[config.mk]
export PLATFORM = sky130hd
export DESIGN_NAME = instr_cycle_sequencer
export DESIGN_NICKNAME = d
export VERILOG_FILES = /design/src/rtl/instr_cycle_sequencer.sv
export SDC_FILE = /design/constraint.sdc
export NUM_CORES = 1
export LEC_CHECK = 0
export CAP_MARGIN = 5
export CELL_PAD_IN_SITES_DETAIL_PLACEMENT = 1
export CELL_PAD_IN_SITES_GLOBAL_PLACEMENT = 1
export CORE_MARGIN = 2
export CORE_UTILIZATION = 40
export CTS_CLUSTER_SIZE = 24
export DETAILED_ROUTE_END_ITERATION = 8
export DONT_BUFFER_PORTS = 1
export PLACE_DENSITY = 0.82
export SLEW_MARGIN = 30
export SYNTH_ARGS = -nofsm -noshare
export SYNTH_HDL_FRONTEND = slang
export SYNTH_SLANG_ARGS = --single-unit
[constraint.sdc]
create_clock -name clk -period 2.3 [get_ports clk]
set_input_delay 0.575 -clock clk [delete_from_list [all_inputs] [get_ports clk]]
set_output_delay 0.575 -clock clk [all_outputs]
set_load 0.05 [all_outputs]
[src/rtl/instr_cycle_sequencer.sv]
`default_nettype none
// ============================================================================
// Module   : instr_cycle_sequencer
// Brief    : Run flag, sequence counter, T-state decode, opcode latch and
//            fetch/decode/indirect control strobes for the basic computer.
// Revision : 1.0 - initial release
// ============================================================================
module instr_cycle_sequencer #(
    parameter int SC_WIDTH  = 3,
    parameter int OPC_WIDTH = 3
) (
    input  logic                      clk,
    input  logic                      reset_sc,
    input  logic                      start,
    input  logic                      halt,
    input  logic                      sc_clr,
    input  logic [OPC_WIDTH-1:0]      ir_opcode,
    input  logic                      ir_i,
    output logic                      run,
    output logic [(2**SC_WIDTH)-1:0]  timing,
    output logic [(2**OPC_WIDTH)-1:0] decode,
    output logic                      ind,
    output logic                      ar_load_pc,
    output logic                      pc_inc,
    output logic                      mem_read,
    output logic                      ir_load,
    output logic                      ar_load_ir,
    output logic                      ar_load_mem,
    output logic                      exec_mem,
    output logic                      exec_rio,
    output logic                      seq_err
);

    localparam int                    c_NUM_T   = 2**SC_WIDTH;
    localparam int                    c_NUM_D   = 2**OPC_WIDTH;
    localparam logic [SC_WIDTH-1:0]   c_SC_MAX  = SC_WIDTH'(c_NUM_T - 1);
    localparam logic [SC_WIDTH-1:0]   c_SC_CAPT = SC_WIDTH'(2);
    localparam logic [SC_WIDTH-1:0]   c_SC_EXEC = SC_WIDTH'(4);
    localparam logic [c_NUM_T-1:0]    c_T_ONE   = c_NUM_T'(1);
    localparam logic [c_NUM_D-1:0]    c_D_ONE   = c_NUM_D'(1);

    logic                 r_s;
    logic [SC_WIDTH-1:0]  r_sc;
    logic [OPC_WIDTH-1:0] r_opc;
    logic                 r_i;
    logic                 r_seq_err;

    logic                 w_d7;
    logic                 w_ind_t3;

    always_ff @(posedge clk) begin
        if (reset_sc) begin
            r_s       <= 1'b0;
            r_sc      <= '0;
            r_opc     <= '0;
            r_i       <= 1'b0;
            r_seq_err <= 1'b0;
        end else begin
            if (halt)
                r_s <= 1'b0;
            else if (start)
                r_s <= 1'b1;

            if (halt || sc_clr)
                r_sc <= '0;
            else if (r_s)
                r_sc <= r_sc + 1'b1;

            // A counter rolling past the last T-state means the executor never ended the instruction
            if (r_s && !halt && !sc_clr && (r_sc == c_SC_MAX))
                r_seq_err <= 1'b1;

            if (r_s && (r_sc == c_SC_CAPT)) begin
                r_opc <= ir_opcode;
                r_i   <= ir_i;
            end
        end
    end

    always_comb begin
        run     = r_s;
        seq_err = r_seq_err;
        ind     = r_i;
        decode  = c_D_ONE << r_opc;
        timing  = r_s ? (c_T_ONE << r_sc) : '0;
    end

    assign w_d7     = decode[c_NUM_D-1];
    assign w_ind_t3 = timing[3] & ~w_d7 & r_i;

    assign ar_load_pc  = timing[0];
    assign pc_inc      = timing[1];
    assign ir_load     = timing[1];
    assign mem_read    = timing[1] | w_ind_t3;
    assign ar_load_ir  = timing[2];
    assign ar_load_mem = w_ind_t3;
    assign exec_mem    = r_s & ~w_d7 & (r_sc >= c_SC_EXEC);
    assign exec_rio    = timing[3] & w_d7;

endmodule
`default_nettype wire

==> metrics <==
Max Cap Viol=0; H-tree depth=1; Pwr Total=just over 0.3 mW; Max Root-Sink Buffers=2; final hold vios=0; std cell rows=14; commonest non-fill, non-tap cell in the layout=buf_4; Post-Synthesis Cells=73; first-pass GRT wire length=2311 um; R2R setup slack=roughly 620 ps; synth top area cells=dfxtp_1 (28%), ha_1 (12%), mux2i_1 (7.8%); Final ANT Viol Nets=0; critical path's most frequent cell=and2_1; leakage power=0.3709 nW; Fin Clk Skew=2.132 ps; RSZ-0062 raised after global routing=no; Distinct cells, synth=25; CP startpoint kind=register; most frequent cells in the layout=buf_4 (15), nand2b_1 (8), dfxtp_1 (8); post-synth net total=between 80 and 90; via count=approximately 540; CP Cell Sequence=inv_1, ha_1, and2_1, and2_1, buf_12; Mapped Area=643.1 um2; clock latency at the later pin of the worst-skew pair=approximately 260 ps; global route overflow=0; overall routed net length=around 1400 um; Post-DP HPWL=approximately 1200 um; Core Util, Final=between 50% and 60%; crit path capture type=primary output; actual slew at the worst max-slew pin=~550 ps; worst r2r src=r_sc[0]; CTS root buffer=clkbuf_4; DIE HEIGHT=between 40 and 50 um; Avg WL per Cell=~14 um; Multi-input gate area=412.9 um2; routed vias/inst=5.356; die area=just under 2000 um2; vias in the first global route=approximately 540; leading area contributor after synthesis=dfxtp_1; Hold Path Sink=seq_err; post-synthesis sequential area ratio=28.02%; outcome=finished, final reports clean; Final min period=approximately 2100 ps; crit path DAT=between 1500 and 2000 ps; Crit path largest cell delay=480 ps; NumNets Final=just over 100; Crit Path Class=register to primary output; Core Region=1506 um2; maximum vdd ir drop=about 300 uV; Synth Register Bits=9; Slew headroom=a little over three fifths; Top delay family on crit path=flip-flops; Req. time, crit path=roughly 1700 ps; DR iter-0 viols=2; CTS tree=built; Worst Path Buf+Inv=2; # hold bufs at CTS=0; Initial Util=42.69%; WHS Path Cells=1; maximum number of pins on one net before global-route repair=17; worst-case reg-to-reg path depth=5; TNS Setup=0 ps; Worst Hold Class=primary input to register; worst hold start=reset_sc; cts bufs inserted=3; share of the synthesized area in the top cell type=28.02%; power per cell area=a little under 400 nW/um2; Slew Viols, Final=0; period utilization=~93%; Clock transition at path regs=approximately 60 ps; diode count=0; area delta synth->final=22.57%; Filler Cell Count=190; share of layout cells above drive strength 1=36.47%; GP Congestion=0.6447; synth warn=0; GRT Total Usage=16.10%; Syn Area/Cell=about 8.8 um2; DRC=0; fmax=467.0 MHz; setup repair bufs after CTS=0; DR pass1 iterations=4; RR Endpoint=r_opc[2]; critical path's slowest cell=dfxtp_1; die width=44.10 um; Port Buf Inserts=0; initial antenna violation count=0; Clock Sinks=9; # IOs=36; Register Area=approximately 180 um2; worst-path maximum fanout=9; post-cts sizing count=0; Setup Viol. Count Final=0
[state kept, by name, indices dropped and copies added, names as in the netlist]
register and cells:
r_opc 3, ind 1, seq_err 1, run 1, r_sc 3
[per-stage QoR]
stage	std cells	cell area [um2]	hold WS, ps	setup WS [ps]
after global placement	97	760.7	537.4	285.5
after detailed placement	97	762.0	578.4	447.9
after global routing	101	788.3	372.7	61.60
after CTS	101	788.3	372.7	162.7
final	101	788.3	377.8	158.7
after floorplan	73	648.1	513.8	89.88
[kinds of logic (layout without fill, tap and decap cells)]
kind of cell | Yosys count | count (layout) | share of synthesized area, %
AO/OA/AOI/OAI | 3 | 3 | 3.890
AND/OR/NAND/NOR | 37 | 37 | 36.38
buffers and inverters | 12 | 24 | 10.89
flip-flops | 9 | 9 | 28.02
XOR/XNOR | 1 | 1 | 1.362
multiplexers | 5 | 5 | 7.782
adder cells (fa/ha/maj) | 6 | 6 | 11.67
[how the worst max path moves through the flow]
stage	from	end	cells past startpoint
2_1_floorplan	r_sc[0]	exec_rio	4
3_3_place_gp	r_sc[0]	timing[2]	3
3_5_place_dp	r_sc[0]	exec_rio	5
4_1_cts	r_sc[0]	exec_rio	5
5_1_grt	r_sc[0]	ar_load_mem	5
6_report	r_sc[2]	exec_rio	5
[cells in the mapped netlist (all sizes together)]
| cell type | count |
|---|---|
| dfxtp | 9 |
| nand2b | 8 |
| buf | 7 |
| nor2 | 7 |
| ha | 6 |
| and3 | 5 |
| mux2i | 5 |
| and3b | 4 |
| inv | 4 |
| and2 | 3 |
| nor3b | 3 |
| nand2 | 2 |
| nor3 | 2 |
| a211oi | 1 |
| a21oi | 1 |
| clkbuf | 1 |
| nand3 | 1 |
| nand4bb | 1 |
| o21bai | 1 |
| or3 | 1 |
| xnor2 | 1 |
[layout make-up]
cell class                 count  share of cell area [%]
sequential                     9                   23.02
timing repair buffer          16                   16.83
inverter                       4                   1.905
multi-input combinational     52                   52.38
clock buffer                   4                   3.333
tap                           16                   2.540
[metal layers]
layer / routed length, um / share of wire [%] / track usage (%)
met5: 0 / 0 / 0
met4: 0 / 0 / 5.455
met3: 100 / 7.1 / 4.490
met2: 728 / 52 / 28.82
met1: 584 / 41 / 18.23
[power breakdown]
group / switching (mW) / leakage, nW / internal (mW)
logic: 0.0183 / 0.283 / 0.00984
registers: 0.00132 / 0.0731 / 0.157
clock network: 0.0541 / 0.0150 / 0.0668
Power figures use the tool's default switching activity.
==> variant 1: new RTL, config.mk and constraints unchanged <==
Change the parameter `OPC_WIDTH` from 3 to 4.
--- a/src/rtl/instr_cycle_sequencer.sv
+++ b/src/rtl/instr_cycle_sequencer.sv
@@ -8,5 +8,5 @@
 module instr_cycle_sequencer #(
     parameter int SC_WIDTH  = 3,
-    parameter int OPC_WIDTH = 3
+    parameter int OPC_WIDTH = 4
 ) (
     input  logic                      clk,
Ports: changed (resized decode and ir_opcode); port bits go from 36 to 45. No check against the original RTL was run, so the function may have changed too.
==> variant 1 against the original RTL <==
- global-route usage increased by 1.6 points
- total power grew 16%
- design area grew 23%
- wire length is 39% higher
- highest routed layer is now met4
- area after synthesis grew 17%
- clock power is 26% higher
- sequential cell count is 1 higher
- worst setup slack worse by 0.022 ns
==> variant 1: results (changes against the original RTL) <==
* Ranking of synthesized cells by area: dfxtp_1 (27%), nand2b_1 (12%), ha_1 (10%) (was dfxtp_1 (28%), ha_1 (12%), mux2i_1 (7.8%))
* Peak supply drop at 0.263 mV (was 0.301 mV)
* Largest regs: r_opc: 4 flops, r_sc: 3 flops (was r_opc: 3 flops, r_sc: 3 flops)
* Synth cell count leaders: nand2b_1 (14), nor2_1 (14), dfxtp_1 (10) (was dfxtp_1 (9), nand2b_1 (8), nor2_1 (7))
* Final min period at 2.16 ns (was 2.14 ns)
* Non-filler cells, final at 137 (was 101)
* Layout Skew at 0.00219 ns (was 0.00213 ns)
* Initial drt markers at 3 (was 2)
* R2r setup slk at 0.87 ns (was 0.62 ns)
* Dpl ws at 0.440 ns (was 0.448 ns)
* Ratio of cells with drive above 1 in the final layout at 0.348 (was 0.365)
* Post-synth net total at 110 (was 88)
* Initial DRT Pass Iterations at 2 (was 4)
* Final nets at 129 (was 101)
* CP startpoint: r_opc[2] (was r_sc[2])
* Post-Synthesis Cells at 94 (was 73)
* Final GP Congestion at 0.791 (was 0.645)
* Sequential cell area at 201 um2 (was 181 um2)
* # fillers at 222 (was 190)
* DRT Wirelength at 1.96 mm (was 1.41 mm)
* Crit path DAT at 1.59 ns (was 1.57 ns)
* Worst rel slew slack at 0.656 (was 0.632)
* PortBufs at 0 (unchanged)
* M1 GR Usage at 0.225 (was 0.182)
* Synth cell types at 26 (was 25)
* DP Wirelength at 1.65 mm (was 1.16 mm)
* Vias in the first global route at 655 (was 538)
* First-pass GRT wire length at 2.84 mm (was 2.31 mm)
* GRT Util Overall at 0.177 (was 0.161)
* Placed cell area at 930 um2 (was 762 um2)
* Delay of the slowest critical-path stage at 0.52 ns (was 0.48 ns)
* Sequential area share after synthesis at 0.265 (was 0.280)
* LEAKAGE at 0.429 nW (was 0.371 nW)
* Met3 usage at 0.0151 (was 0.0449)
* Status: finished clean (unchanged)
* GR Util met2 at 0.300 (was 0.288)
* Setup crit end: ar_load_mem (was exec_rio)
* R2R Path End: ind (was r_opc[2])
* Vias after detailed routing at 678 (was 541)
## variant 1: cell count changes in the layout (fill, tap and decap cells not counted), moves of 3 or more
cell      change
nor3b_2       -3
buf_4        +10
nor2_1        +7
nor3_1        +5
nand2b_1      +6
## variant 1: worst min path at each step
stage	startpoint	to	slack [ns]	depth (start not counted)
after detailed placement	r_sc[1]	r_sc[1]	0.55	2
final	reset_sc	run	0.38	1
after CTS	reset_sc	run	0.37	1
after global routing	reset_sc	seq_err	0.36	1
after global placement	r_sc[1]	r_sc[1]	0.54	2
after floorplan	r_sc[1]	r_sc[1]	0.51	2
## variant 1: cells by family (layout without fill, tap and decap cells)
group | count (synthesis) | in the layout | share of synthesized area
and+or+nand+nor | 52 | 52 | 0.391
buffers and inverters | 16 | 34 | 0.119
AOI/OAI and AO/OA | 3 | 3 | 0.0332
xor gates and xnor gates | 1 | 1 | 0.0116
DFF | 10 | 10 | 0.265
adders and majority gates | 6 | 6 | 0.0995
muxes | 6 | 6 | 0.0796
## variant 1: report_power, final
group	leakage (nW)	switching [mW]	total, mW	internal (mW)
combinational	0.327	0.0159	0.0265	0.0106
clock	0.0210	0.0570	0.153	0.0960
sequential	0.0811	0.00349	0.178	0.175
## variant 1: area by class of cell
class / count / area share
clock buffers: 4 / 0.0376
inverters: 4 / 0.0155
multi-input cells: 68 / 0.491
flip-flops and latches: 10 / 0.209
well taps: 25 / 0.0324
repair buffers: 26 / 0.215
## variant 1: metal layers
metal	part of all wire	routed length, um
met1	0.44	854
met2	0.50	975
met3	0.058	113
met4	0.0092	18
met5	0	0
## variant 1: critical path, delay by kind of cell, from the launching register on
family | cells | cell delay, ns
and+or+nand+nor | 2 | 0.40
buffers and inverters | 2 | 0.42
DFF | 1 | 0.52
==> variant 2: new RTL, same flow settings <==
Without the edit above. Make the reset (`reset_sc`) asynchronous in one clocked block.
--- a/src/rtl/instr_cycle_sequencer.sv
+++ b/src/rtl/instr_cycle_sequencer.sv
@@ -49,5 +49,5 @@
     logic                 w_ind_t3;
 
-    always_ff @(posedge clk) begin
+    always_ff @(posedge clk or posedge reset_sc) begin
         if (reset_sc) begin
             r_s       <= 1'b0;
Formal check against the unedited RTL: differs if reset_sc is asserted again (counterexample within 4 cycles, from zero or initial values and one cycle with reset_sc high); with reset_sc held inactive, the same outputs for 10 cycles.
==> variant 2 against the original RTL <==
- critical path depth stayed put
- design area is 13% higher
- sequential cell count stayed put
- area after synthesis is 4.7% higher
- wire length is 9.4% higher
- global-route usage is 2.8 points higher
- cell count is 0.99% lower
- synthesized cell count is 14% lower
- via count is 2.4% lower
- worst setup slack worse by 0.067 ns
- die area is 4.2% higher
- hold slack worse by 0.23 ns
- critical path type unchanged
- largest cell class unchanged
- highest routed layer is now met4
Power is not compared: it rests on default switching activity, and its combinational part moved more than twofold at a synthesized area within 25%.
==> variant 2: results (changes against the original RTL) <==
* Sequential area share after synthesis at 0.335 (was 0.280)
* Synth cell types at 24 (was 25)
* Delay of the slowest critical-path stage at 0.41 ns (was 0.48 ns)
* Non-Clock Buffer Count at 23 (was 16)
* M1 GR Usage at 0.212 (was 0.182)
* Hold slack at 0.144 ns (was 0.378 ns)
* GR Util met2 at 0.317 (was 0.288)
* Inverter count at 5 (was 4)
* Buffer share of cell area at 0.222 (was 0.168)
* Post-route cell area at 891 um2 (was 788 um2)
* Ys async rst share at 1.00 (was 0)
* Routed met1 length at 565 um (was 584 um)
* Final nets at 100 (was 101)
* Multi-input gates at 43 (was 52)
* Ratio of cells with drive above 1 in the final layout at 0.500 (was 0.365)
* Crit path DAT at 1.63 ns (was 1.57 ns)
* R2r setup slk at 0.87 ns (was 0.62 ns)
* Sequential cell area at 226 um2 (was 181 um2)
* Largest net degree at the start of global routing at 11 (was 17)
* Placed cell area at 848 um2 (was 762 um2)
* Final clock-cell share at 0.0295 (was 0.0333)
* Dpl cells at 94 (was 97)
* Status: finished clean (unchanged)
* RR Startpoint: r_sc[0] (unchanged)
* Vias after detailed routing at 528 (was 541)
* Min-delay worst type: in2async (was in2reg)
* Crit-path slowest cell: dfrtp_1 (was dfxtp_1)
* CORE AREA at 1540 um2 (was 1510 um2)
* FF+latch count at 9 (unchanged)
* Vias in the first global route at 581 (was 538)
* Initial drt markers at 4 (was 2)
* Met3 usage at 0.0680 (was 0.0449)
* Worst slew pin tran at 0.491 ns (was 0.552 ns)
* WL/cell at 15.5 um (was 14.0 um)
* First-pass GRT wire length at 2.66 mm (was 2.31 mm)
* Multi-input gate share of total cell area at 0.451 (was 0.524)
* WL met3 at 122 um (was 100 um)
* Dpl ws at 0.346 ns (was 0.448 ns)
* GRT Util Overall at 0.189 (was 0.161)
* R2R Path End: ind (was r_opc[2])
-- variant 2: cell types whose count changed after synthesis, sizes merged, moves of 4 or more --
cell	before	now
mux2i	5	1
dfxtp	9	0
mux2	0	4
nand2b	8	0
dfrtp	0	9
-- variant 2: how the worst max path moves through the flow --
stage	endpoint	slack [ns]	cells after the start
floorplan	ar_load_mem	-0.006	3
global placement	exec_rio	0.40	5
detailed placement	exec_rio	0.35	5
CTS	exec_rio	0.04	5
global route	exec_rio	0.02	5
finish	exec_rio	0.09	5
-- variant 2: logic make-up after synthesis --
| group | Yosys count | synth area share |
|---|---|---|
| muxes | 5 | 0.104 |
| xor gates and xnor gates | 1 | 0.0130 |
| DFF | 9 | 0.335 |
| adders and majority gates | 6 | 0.112 |
| buffers and inverters | 11 | 0.0967 |
| and+or+nand+nor | 28 | 0.277 |
| AOI/OAI and AO/OA | 3 | 0.0632 |
-- variant 2: what timing repair did --
action | in CTS | in global routing
setup endpoints to repair | 0 | 1
buffers inserted | 0 | 2
resized for setup | 0 | 1
